### src/rtl/fetch_stage.sv
// fetch_stage: IF stage of the RV64 5-stage pipeline.
// Owns the PC, issues one outstanding ibus fetch at a time, and buffers
// returned words in a FIFO_DEPTH-entry queue presented to decode.
// A redirect from EX flushes the queue and restarts fetching at the target.
// An in-flight request is drained in DROP and its data discarded.
// Optional feature: define FETCH_BYPASS_EN to forward a response straight to
// decode when the queue is empty, which saves one cycle of fetch latency.
module fetch_stage #(
    parameter logic [63:0] RESET_PC   = 64'h0000_0000_8000_0000,
    parameter int          FIFO_DEPTH = 2
) (
    input  logic        clk_i,
    input  logic        reset_i,
    // instruction bus request
    output logic        ireq_valid_o,
    output logic [63:0] ireq_addr_o,
    // instruction bus response
    input  logic        iresp_addr_ok_i,
    input  logic        iresp_data_ok_i,
    input  logic [31:0] iresp_data_i,
    // redirect from EX
    input  logic        redirect_i,
    input  logic [63:0] redirect_pc_i,
    // decode handshake
    input  logic        dec_ready_i,
    output logic        dataF_valid_o,
    output logic [63:0] dataF_pc_o,
    output logic [31:0] dataF_instr_o
);

    localparam int PW = $clog2(FIFO_DEPTH);
    localparam int CW = PW + 1;

    typedef enum logic [1:0] {
        S_IDLE = 2'd0,
        S_REQ  = 2'd1,
        S_DROP = 2'd2
    } state_t;

    state_t        state_q, state_d;
    logic [63:0]   pc_q, pc_d;
    logic [63:0]   tgt_q, tgt_d;
    logic          acked_q, acked_d;

    logic [63:0]   mem_pc_q    [FIFO_DEPTH];
    logic [31:0]   mem_instr_q [FIFO_DEPTH];
    logic [PW-1:0] rd_ptr_q, rd_ptr_d;
    logic [PW-1:0] wr_ptr_q, wr_ptr_d;
    logic [CW-1:0] count_q, count_d;

    logic fifo_empty;
    logic fifo_room;
    logic resp_ok;
    logic resp_take;
    logic bypass_hit;
    logic push;
    logic pop;

    assign fifo_empty = (count_q == '0);
    // Only one request is ever outstanding and none is outstanding in IDLE,
    // so count alone decides whether another word still fits.
    assign fifo_room  = (count_q < CW'(FIFO_DEPTH));

    // A response counts only for a request the bus has accepted (now or
    // earlier) and only while we actually own one; in IDLE a late data_ok,
    // e.g. from a request orphaned by reset, is ignored.
    assign resp_ok = iresp_data_ok_i && (acked_q || iresp_addr_ok_i) &&
                     (state_q != S_IDLE);

    // Fetch FSM: request issue, response capture and redirect handling.
    always_comb begin
        state_d      = state_q;
        pc_d         = pc_q;
        tgt_d        = tgt_q;
        ireq_valid_o = 1'b0;
        ireq_addr_o  = pc_q;
        resp_take    = 1'b0;
        case (state_q)
            S_IDLE: begin
                if (redirect_i) begin
                    pc_d = redirect_pc_i;
                end else if (fifo_room) begin
                    ireq_valid_o = 1'b1;
                    state_d      = S_REQ;
                end
            end
            S_REQ: begin
                ireq_valid_o = 1'b1;
                if (redirect_i) begin
                    if (resp_ok) begin
                        pc_d    = redirect_pc_i;
                        state_d = S_IDLE;
                    end else begin
                        tgt_d   = redirect_pc_i;
                        state_d = S_DROP;
                    end
                end else if (resp_ok) begin
                    resp_take = 1'b1;
                    pc_d      = pc_q + 64'd4;
                    state_d   = S_IDLE;
                end
            end
            S_DROP: begin
                // pc_q still holds the orphaned address so the request stays stable
                ireq_valid_o = 1'b1;
                if (redirect_i) begin
                    tgt_d = redirect_pc_i;
                end
                if (resp_ok) begin
                    pc_d    = redirect_i ? redirect_pc_i : tgt_q;
                    state_d = S_IDLE;
                end
            end
            default: begin
                state_d = S_IDLE;
            end
        endcase
        if (reset_i) begin
            ireq_valid_o = 1'b0;
        end
    end

    // Track whether the current request's address phase has completed.
    always_comb begin
        acked_d = acked_q;
        if (ireq_valid_o && iresp_addr_ok_i) begin
            acked_d = 1'b1;
        end
        if (state_d == S_IDLE) begin
            acked_d = 1'b0;
        end
    end

`ifdef FETCH_BYPASS_EN
    assign bypass_hit = resp_take && fifo_empty;
`else
    assign bypass_hit = 1'b0;
`endif

    // Decode view: queue head, or the live response when bypassing.
    always_comb begin
        dataF_valid_o = !fifo_empty || bypass_hit;
        dataF_pc_o    = '0;
        dataF_instr_o = '0;
        if (bypass_hit) begin
            dataF_pc_o    = pc_q;
            dataF_instr_o = iresp_data_i;
        end else if (!fifo_empty) begin
            dataF_pc_o    = mem_pc_q[rd_ptr_q];
            dataF_instr_o = mem_instr_q[rd_ptr_q];
        end
    end

    // A bypassed word that decode takes immediately never enters the queue.
    assign push = resp_take && !(bypass_hit && dec_ready_i);
    assign pop  = !fifo_empty && dec_ready_i && !redirect_i;

    // Queue pointer/count update; a redirect empties the queue outright.
    always_comb begin
        rd_ptr_d = rd_ptr_q;
        wr_ptr_d = wr_ptr_q;
        count_d  = count_q;
        if (redirect_i) begin
            rd_ptr_d = '0;
            wr_ptr_d = '0;
            count_d  = '0;
        end else begin
            wr_ptr_d = wr_ptr_q + PW'(push);
            rd_ptr_d = rd_ptr_q + PW'(pop);
            count_d  = count_q + CW'(push) - CW'(pop);
        end
    end

    // State, PC and queue control registers.
    always_ff @(posedge clk_i) begin
        if (reset_i) begin
            state_q  <= S_IDLE;
            pc_q     <= RESET_PC;
            tgt_q    <= RESET_PC;
            acked_q  <= 1'b0;
            rd_ptr_q <= '0;
            wr_ptr_q <= '0;
            count_q  <= '0;
        end else begin
            state_q  <= state_d;
            pc_q     <= pc_d;
            tgt_q    <= tgt_d;
            acked_q  <= acked_d;
            rd_ptr_q <= rd_ptr_d;
            wr_ptr_q <= wr_ptr_d;
            count_q  <= count_d;
        end
    end

    // Queue storage; contents need no reset since the outputs are gated by count.
    always_ff @(posedge clk_i) begin
        if (push) begin
            mem_pc_q[wr_ptr_q]    <= pc_q;
            mem_instr_q[wr_ptr_q] <= iresp_data_i;
        end
    end

endmodule

### config.mk
export PLATFORM = sky130hd
export DESIGN_NAME = fetch_stage
export DESIGN_NICKNAME = d
export VERILOG_FILES = /design/src/rtl/fetch_stage.sv
export SDC_FILE = /design/constraint.sdc
export NUM_CORES = 1
export LEC_CHECK = 0
export CAP_MARGIN = 30
export CORE_AREA = 2 2 177 179
export CTS_BUF_LIST = sky130_fd_sc_hd__clkbuf_8
export CTS_CLUSTER_SIZE = 10
export DETAILED_ROUTE_END_ITERATION = 12
export DIE_AREA = 0 0 179 181
export PLACE_DENSITY = 0.82
export SYNTH_ARGS = -nofsm -noshare
export SYNTH_HDL_FRONTEND = slang
export SYNTH_SLANG_ARGS = --single-unit
### constraint.sdc
create_clock -name clk_i -period 4.34 [get_ports clk_i]
set_clock_uncertainty 0.2 [all_clocks]
set_input_delay 0.868 -clock clk_i [delete_from_list [all_inputs] [get_ports clk_i]]
set_output_delay 0.868 -clock clk_i [all_outputs]
set_load 0.03 [all_outputs]
==> impl_metrics.yaml, run 1 <==
status:
  outcome: "complete, no violations"
routing:
  wl_um: 44600
  drt_pre_antenna_iters: 6
  drc: 0
  drtIter0Drc: 1653
  wire_per_inst_um: 20.8
  final_antenna_net_count: 0
  drt-vias-per-instance: 6.01
  vias: 12900
global_routing:
  track_usage_pct: 26.8
  grt_pass1_wl_um: 67600
  grt_start_max_net_pins: 143
  grt_pass1_vias: 12100
  antenna_found_initial: 1
  overflow: 0
place:
  dp_hpwl_um: 31100
  gp_congestion: 0.967
  place_ws_ns: 0.646
  dpl_cell_area_um2: 18300
  place_inst: 2056
  portBuffers: 263
clock_network:
  cts_tree: "yes"
  cts_made_buffers: 51
  ctsResizeCount: 0
  cts_root_buf: "clkbuf_8"
  htree_levels: 2
  post_cts_buffers: 0
  path_clk_slew_ns: 0.06
  cts_sinks: 327
  clk_path_buf_depth: 3
  clock_latency_ns: 0.60
  holdBufCountCts: 0
sta:
  finalHoldViolations: 0
  rsz0062_at_grt: "false"
  tightest_slew_ns: 0.877
  whs_ns: 0.254
  fin_setup_tns_ns: 0
  slew_headroom_pct: 41.5
  timing.fmax_ghz: 0.264
  slew_violations: 0
  timing.final.ws_setup_ns: 0.546
  post-route-min-period_ns: 3.79
  fin_crit_sh_pct: 87.4
  setup_viol: 0
worst_hold_path:
  min_path_type: "reg2reg"
  min_path_cells: 2
logic_synthesis:
  syn_avg_cell_area_um2: 10.3
  syn_inst: 1447
  synth_fp_nets: 1559
  ys_seq_elements: 327
  yosys-top-cells-area: "edfxtp_1, dfxtp_1, mux2i_1, nor2_1, nand2_1"
  syn_area_um2: 15000
  synth.top_cell.area_share_pct: 38.5
  synth_edf_count: 192
  async_reset_ff_share_pct: 0
  seq_area_frac_synth_pct: 56.6
  synth_largest_area_cell: "edfxtp_1"
  ys.flop_type: "edfxtp_1"
  ys_types: 70
  yosys_warnings: 0
worst_setup_path:
  worstPathCellList: "buf_12 > mux2i_1 > nor2_1 > clkdlybuf4s50_1"
  crit_path_max_fanout: 40
  crit_family: "buffers and inverters"
  r2r_slack_ns: 1.09
  max_stage_delay_ns: 0.84
  r2r_cells: 9
  crit_slowest_cell: "dfxtp_4"
  crit_buf_inv: 2
  end_kind: "output pin"
  cp.depth: 4
  critical_path_class: "reg2out"
  cp.required_ns: 3.27
  start_kind: "register"
  cp.arrival_ns: 2.73
cells_and_area:
  drive_above_1_share_pct: 8.50
  seq_area_um2: 8470
  nNetsFinal: 1825
  multi_input_area_um2: 6080
  fin_util_pct: 63.3
  final_area_um2: 19200
  nFillCells: 2369
  instances_no_fill: 2149
  areaGrowthSynthToFinish_pct: 28.4
floorplanning:
  rows: 64
  initial_core_util_pct: 49.3
  top_level_ports: 264
  die_y_um: 181
  dieArea_um2: 32400
  core_um2: 30300
  die_w_um: 179
power_and_ir_drop:
  p_sw_mw: 2.11
  p_leak_nw: 6.38
  ir_drop_v: 0.000211
  power-per-cell-area_nw_per_um2: 376
  seq_power_share_pct: 50.6
  cellInternalPower_mw: 5.11
  p_total_mw: 7.22
  switching_share_pct: 29.2
  p_clk_share_pct: 33.5
  pwr-share-comb_pct: 16.0
run:
  drv_cap: 0
-- cell usage after synthesis (all sizes together), types with 3 or more instances --
cell / instances
a31o: 4
xor2: 9
or4: 4
and4: 9
a221oi: 24
nor4: 23
a31oi: 13
nand4: 31
a211o: 4
nand2: 170
or2: 3
a22o: 5
a211oi: 10
and3: 20
ha: 10
nand3: 28
nor3: 48
clkbuf: 73
o22ai: 13
buf: 30
and2: 10
a21oi: 99
or3: 6
edfxtp: 192
nand3b: 4
inv: 17
nor3b: 5
mux2i: 107
nor2: 188
a2111oi: 3
nor2b: 3
nand2b: 5
a22oi: 13
a221o: 29
dfxtp: 135
o21ai: 57
xnor2: 12
o211ai: 6
-- placed cells by master (no fill, tap or decap), types with 47 or more instances in the layout --
cell and n:
clkdlybuf4s50_1 262, nor3_1 47, clkbuf_8 57, nand2_1 169
mux2i_1 107, a21oi_1 99, dfxtp_1 134, edfxtp_1 192
nor2_1 187, o21ai_0 54
-- worst paths after layout --
kind	startpoint	to
worst min-delay path	tgt_q[0]$_SDFFE_PP0P_	tgt_q[0]$_SDFFE_PP0P_
worst max-delay path	rd_ptr_q$_SDFF_PP0_	dataF_instr_o[17]
worst min register to register	tgt_q[0]$_SDFFE_PP0P_	tgt_q[0]$_SDFFE_PP0P_
worst max register to register	state_q[0]$_SDFF_PP0_	ireq_addr_o[45]$_SDFFE_PP0P_
-- metal layers --
metal | global-route usage, % | wire (um)
met1 | 37.3 | 18300
met2 | 41.0 | 20300
met3 | 5.09 | 4330
met4 | 11.2 | 1750
met5 | 0 | 0
-- logic make-up after synthesis --
group	count (synthesis)	synth area share (%)
compound gates	301	13.4
xor+xnor	21	1.23
fa+ha+maj	10	0.836
buf+inv	120	3.18
flops	327	56.6
mux	107	7.15
simple gates	561	17.6
-- state kept, by name (all words and copies together) (netlist names) --
register and flops:
state_q 2, rd_ptr_q 1, wr_ptr_q 1, mem_instr_q 64, count_q 2, acked_q 1, ireq_addr_o 64, tgt_q 64
mem_pc_q 128
-- worst reg2reg max path, delay by kind of cell, from the launching register on --
kind	cells	cell delay [ns]
buffers and inverters	2	0.43
adders and majority gates	1	0.31
and+or+nand+nor	2	0.55
DFF	1	0.41
AOI/OAI and AO/OA	4	1.18
-- cell type report --
| cell class | count | share of cell area, % |
|---|---|---|
| Multi-Input combinational cell | 1000 | 31.6 |
| Tap cell | 396 | 2.58 |
| Antenna cell | 1 | 0.0130 |
| Sequential cell | 327 | 44.1 |
| Clock buffer | 57 | 4.08 |
| Clock inverter | 35 | 0.866 |
| Timing Repair Buffer | 316 | 16.5 |
| Inverter | 17 | 0.332 |
-- power by group through the flow --
| stage | Sequential [mW] | Clock [mW] | Combinational, mW |
|---|---|---|---|
| floorplan | 3.79 | 0 | 0.477 |
| global placement | 3.70 | 0 | 1.11 |
| detailed placement | 3.70 | 0 | 1.13 |
| CTS | 3.64 | 2.45 | 1.14 |
| global route | 3.66 | 2.59 | 1.22 |
| finish | 3.65 | 2.42 | 1.15 |
(Power assumes the default switching activity.)
==> run 2, diff against run 1 <==
==> config.mk (replaced) <==
export PLATFORM = sky130hd
export DESIGN_NAME = fetch_stage
export DESIGN_NICKNAME = d
export VERILOG_FILES = /design/src/rtl/fetch_stage.sv
export SDC_FILE = /design/constraint.sdc
export NUM_CORES = 1
export LEC_CHECK = 0
export CORE_AREA = 2 2 169 171
export CTS_BUF_LIST = sky130_fd_sc_hd__clkbuf_8
export CTS_CLUSTER_SIZE = 10
export DETAILED_ROUTE_END_ITERATION = 12
export DIE_AREA = 0 0 171 173
export PLACE_DENSITY = 0.86
export SYNTH_ARGS = -nofsm -noshare
export SYNTH_HDL_FRONTEND = slang
export SYNTH_SLANG_ARGS = --single-unit
==> constraint.sdc (replaced) <==
create_clock -name clk_i -period 3.5 [get_ports clk_i]
set_clock_uncertainty 0.2 [all_clocks]
set_input_delay 0.7 -clock clk_i [delete_from_list [all_inputs] [get_ports clk_i]]
set_output_delay 0.7 -clock clk_i [all_outputs]
set_load 0.03 [all_outputs]
==> run 2 against run 1 <==
Net effect:
- cell count down 0.56%
- first-iteration DRC count up 3.8%
- utilization up 6.6 points
- sequential power up 23%
- sequential share of layout area down 0.20 points
- die area down 8.7%
- non-clock buffer count up 4
- clock-buffer cell count up 1
- cell area up 0.46%
- routed wire length up 1.8%
- largest power group unchanged
- highest routed layer unchanged
==> impl_metrics.yaml, run 2 (synthesized netlist as in run 1, its figures left out) <==
status:
  outcome: "complete, no violations"
sta:
  post-route-min-period_ns: 3.35
  whs_ns: 0.255
  rsz0062_at_grt: "false"
  timing.fmax_ghz: 0.298
  slew_violations: 0
  timing.final.ws_setup_ns: 0.148
  tightest_slew_ns: 0.915
  slew_headroom_pct: 38.4
  fin_crit_sh_pct: 95.8
  setup_viol: 0
  fin_setup_tns_ns: 0
  finalHoldViolations: 0
cells_and_area:
  largest_reg_flops: 128
  fin_util_pct: 69.9
  areaGrowthSynthToFinish_pct: 29.0
  multi_input_area_um2: 6080
  drive_above_1_share_pct: 8.70
  n_antenna_cell: 0
  seq_area_um2: 8470
  mostFrequentLayoutCells: "clkdlybuf4s50_1, edfxtp_1, nor2_1"
  nNetsFinal: 1829
  nFillCells: 1999
  layout_commonest_cell: "clkdlybuf4s50_1"
  largest-register: "mem_pc_q"
  instances_no_fill: 2137
worst_setup_path:
  end_kind: "output pin"
  cp.arrival_ns: 2.45
  critical_path_class: "reg2out"
  crit_path_max_fanout: 97
  start_kind: "register"
  crit_slowest_cell: "clkdlybuf4s50_1"
  max_stage_delay_ns: 0.71
  cp.required_ns: 2.60
  worstPathCellList: "nor2_4 > buf_12 > nor2_1 > clkdlybuf4s50_1"
power_and_ir_drop:
  p_leak_nw: 6.46
  power-per-cell-area_nw_per_um2: 467
  ir_drop_v: 0.000343
  pwr-share-comb_pct: 16.5
  seq_power_share_pct: 49.9
  switching_share_pct: 29.1
  p_sw_mw: 2.63
  p_clk_share_pct: 33.6
  cellInternalPower_mw: 6.39
clock_network:
  clk_path_buf_depth: 3
  cts_sinks: 327
  post_cts_buffers: 0
  holdBufCountCts: 0
  htree_levels: 2
  cts_made_buffers: 51
  cts_tree: "yes"
  ctsResizeCount: 0
  cts_root_buf: "clkbuf_8"
  path_clk_slew_ns: 0.06
  clock_latency_ns: 0.59
routing:
  vias: 13200
  wl_um: 45400
  drtIter0Drc: 1715
  drt-vias-per-instance: 6.18
  final_antenna_net_count: 0
  drt_pre_antenna_iters: 6
  drc: 0
  wire_per_inst_um: 21.2
global_routing:
  grt_pass1_vias: 12900
  grt_start_max_net_pins: 98
  antenna_found_initial: 0
  track_usage_pct: 29.8
  grt_pass1_wl_um: 69600
  overflow: 0
place:
  dp_hpwl_um: 30600
  place_ws_ns: 0.329
  gp_congestion: 0.936
  place_inst: 2041
  portBuffers: 263
floorplanning:
  initial_core_util_pct: 54.2
  top_level_ports: 264
  core_um2: 27600
  dieArea_um2: 29600
  die_y_um: 173
  rows: 61
  die_w_um: 171
run:
  drv_cap: 0
worst_hold_path:
  min_path_type: "reg2reg"
run 2: cell types whose count changed in the layout (fill, tap and decap cells not counted):
cell,before,now
buf_8,0,1
inv_12,1,0
clkbuf_8,57,58
diode_2,1,0
clkinv_2,9,8
clkdlybuf4s50_1,262,261
inv_8,0,1
clkinv_1,2,4
clkinv_8,0,2
clkinvlp_4,3,0
buf_12,11,15
inv_1,37,39
run 2: stage by stage:
| step | instance area, um2 | power [mW] |
|---|---|---|
| final | 19300 | 9.01 |
| after global routing | 19300 | 9.33 |
| after CTS | 19300 | 9.02 |
| after detailed placement | 18300 | 6.02 |
| after global placement | 18300 | 5.97 |
| after floorplan | 15000 | 5.29 |
run 2: path summary, 6_finish.rpt:
kind / startpoint / endpoint / slack [ns] / depth (start not counted)
max: count_q[1]$_SDFF_PP0_ / dataF_pc_o[43] / 0.15 / 4
min: tgt_q[40]$_SDFFE_PP0P_ / tgt_q[40]$_SDFFE_PP0P_ / 0.25 / 2
max reg2reg: ireq_addr_o[14]$_SDFFE_PP0P_ / ireq_addr_o[48]$_SDFFE_PP0P_ / 0.39 / 6
min reg2reg: tgt_q[40]$_SDFFE_PP0P_ / tgt_q[40]$_SDFFE_PP0P_ / 0.25 / 2
run 2: per-layer routing:
layer | vias up | share of wire [%] | global-route usage, %
li1 | 5920 | - | -
met1 | 6282 | 39 | 38.7
met2 | 855 | 46 | 48.2
met3 | 139 | 11 | 7.39
met4 | 0 | 3.6 | 11.6
met5 | - | 0 | 0
run 2: power groups by stage:
| stage | Sequential [mW] | Combinational, mW | Clock, mW |
|---|---|---|---|
| finish | 4.50 | 1.48 | 3.03 |
| global route | 4.51 | 1.57 | 3.25 |
| CTS | 4.48 | 1.46 | 3.08 |
| detailed placement | 4.56 | 1.45 | 0 |
| global placement | 4.55 | 1.42 | 0 |
| floorplan | 4.70 | 0.591 | 0 |
run 2: final cells by class:
type | instances | area share, %
Tap cell | 378 | 2.45
Inverter | 17 | 0.330
Clock buffer | 58 | 4.13
Sequential cell | 327 | 43.9
Multi-Input combinational cell | 1000 | 31.5
Clock inverter | 37 | 0.939
Timing Repair Buffer | 320 | 16.8
run 2: critical path: cells and delay by family (launching register included):
family        cells  cell delay, ns
simple gates      2            0.30
buf+inv           2            0.92
flops             1            0.54
==> run 3, diff against run 2 <==
--- a/config.mk
+++ b/config.mk
@@ -5,6 +5,7 @@
 export SDC_FILE = /design/constraint.sdc
 export NUM_CORES = 1
 export LEC_CHECK = 0
+export CAP_MARGIN = 40
 export CORE_AREA = 2 2 169 171
 export CTS_BUF_LIST = sky130_fd_sc_hd__clkbuf_8
 export CTS_CLUSTER_SIZE = 10
==> constraint.sdc (replaced) <==
create_clock -name clk_i -period 3.5 [get_ports clk_i]
set_clock_uncertainty 0.2 [all_clocks]
set_input_delay 1.05 -clock clk_i [delete_from_list [all_inputs] [get_ports clk_i]]
set_output_delay 1.05 -clock clk_i [all_outputs]
set_load 0.03 [all_outputs]
==> run 3 against run 2 <==
Net effect:
- sequential share of layout area decreased by 0.58 points
- via count increased by 1.6%
- clock-buffer cell count decreased by 3
- utilization increased by 0.93 points
- sequential power about the same
- cell count increased by 1.8%
- first-iteration DRC count decreased by 5.9%
- die area unchanged
- non-clock buffer count increased by 37
- register-to-register slack improved by 0.06 ns
- highest routed layer unchanged
==> impl_metrics.yaml, run 3 (synthesized netlist as in run 1, its figures left out) <==
cells_and_area:
  instances_no_fill: 2175
  largest-register: "mem_pc_q"
  mostFrequentLayoutCells: "edfxtp_1, nor2_1, nand2_1"
  nNetsFinal: 1867
  largest_reg_flops: 128
  areaGrowthSynthToFinish_pct: 30.7
  final_area_um2: 19600
  layout_commonest_cell: "edfxtp_1"
  fin_util_pct: 70.8
  drive_above_1_share_pct: 10.3
global_routing:
  grt_pass1_wl_um: 74000
  track_usage_pct: 32.1
  antenna_found_initial: 2
  grt_start_max_net_pins: 69
  overflow: 0
  grt_pass1_vias: 13100
floorplanning:
  top_level_ports: 264
  die_w_um: 171
  core_um2: 27600
  initial_core_util_pct: 54.2
  rows: 61
  die_y_um: 173
  dieArea_um2: 29600
place:
  gp_congestion: 0.995
  place_inst: 2077
  portBuffers: 263
  dp_hpwl_um: 33000
  dpl_cell_area_um2: 18600
sta:
  fin_crit_sh_pct: 98.1
  slew_violations: 0
  setup_viol: 0
  post-route-min-period_ns: 3.43
  fin_setup_tns_ns: 0
  rsz0062_at_grt: "false"
  slew_headroom_pct: 45.7
  finalHoldViolations: 0
  timing.fmax_ghz: 0.291
  whs_ns: 0.254
  tightest_slew_ns: 0.808
worst_setup_path:
  r2r_slack_ns: 0.45
  cp.arrival_ns: 2.18
  end_kind: "output pin"
  critical_path_class: "reg2out"
  start_kind: "register"
  crit_path_max_fanout: 34
  cp.required_ns: 2.25
routing:
  drt_pre_antenna_iters: 6
  drtIter0Drc: 1614
  vias: 13400
  wire_per_inst_um: 22.3
  drc: 0
  final_antenna_net_count: 0
  drt-vias-per-instance: 6.17
  wl_um: 48600
clock_network:
  cts_tree: "yes"
  cts_made_buffers: 52
  cts_root_buf: "clkbuf_8"
  clock_latency_ns: 0.61
  htree_levels: 2
  clk_path_buf_depth: 3
  holdBufCountCts: 0
  cts_sinks: 327
  path_clk_slew_ns: 0.07
status:
  outcome: "complete, no violations"
worst_hold_path:
  min_path_type: "reg2reg"
power_and_ir_drop:
  p_leak_nw: 7.27
  power-per-cell-area_nw_per_um2: 462
  ir_drop_v: 0.000283
run:
  drv_cap: 0
[run 3: changes by cell type in the layout (fill, tap and decap cells not counted), sizes merged]
cell | before | now
clkdlybuf4s50 | 261 | 164
dlygate4sd2 | 0 | 85
buf | 59 | 95
dlymetal6s2s | 0 | 11
clkbuf | 58 | 55
bufbuf | 0 | 2
diode | 0 | 2
clkinv | 14 | 15
clkinvlp | 0 | 1
[run 3: critical path: stages, from the launching register on]
cell	delay (ns)
dfxtp_1	0.45
nor2_4	0.09
buf_12	0.18
buf_12	0.19
nor2_1	0.17
dlygate4sd2_1	0.44
[run 3: repair_timing]
item	CTS	global route
resized for setup	86	11
cloned	2	0
buffers inserted	0	0
setup endpoints to repair	70	11
[run 3: metal layers]
metal | wire [um] | up-vias | track usage, %
met1 | 18800 | 6489 | 43.5
met2 | 22500 | 809 | 50.4
met3 | 5680 | 119 | 7.53
li1 | - | 5992 | -
met4 | 1610 | 0 | 11.7
met5 | 0 | - | 0
[run 3: path summary, 6_finish.rpt]
path / startpoint / endpoint / cells past startpoint
worst max-delay path: count_q[1]$_SDFF_PP0_ / dataF_instr_o[22] / 5
worst min register to register: tgt_q[62]$_SDFFE_PP0P_ / tgt_q[62]$_SDFFE_PP0P_ / 2
worst max register to register: ireq_addr_o[38]$_SDFFE_PP0P_ / ireq_addr_o[62]$_SDFFE_PP0P_ / 6
worst min-delay path: tgt_q[62]$_SDFFE_PP0P_ / tgt_q[62]$_SDFFE_PP0P_ / 2
[run 3: power breakdown]
group / internal [mW] / total, mW / switching [mW]
registers: 4.26 / 4.49 / 0.232
clock network: 1.46 / 2.99 / 1.53
logic: 0.648 / 1.57 / 0.919
total: 6.37 / 9.05 / 2.68
[run 3: through the flow]
| step | power, mW | setup WS [ns] |
|---|---|---|
| finish | 9.05 | 0.0672 |
| global route | 9.35 | 0.00598 |
| CTS | 9.03 | 0.0114 |
| detailed placement | 6.09 | -0.0320 |
| global placement | 6.05 | 0.0351 |
| floorplan | 5.29 | -0.308 |
[run 3: layout make-up]
type                            instances  area, um2
Fill cell                            2064       8060
Clock buffer                           55        757
Antenna cell                            2       5.00
Sequential cell                       327       8470
Clock inverter                         39        179
Tap cell                              378        473
Inverter                               17       63.8
Timing Repair Buffer                  357       3550
Multi-Input combinational cell       1000       6080
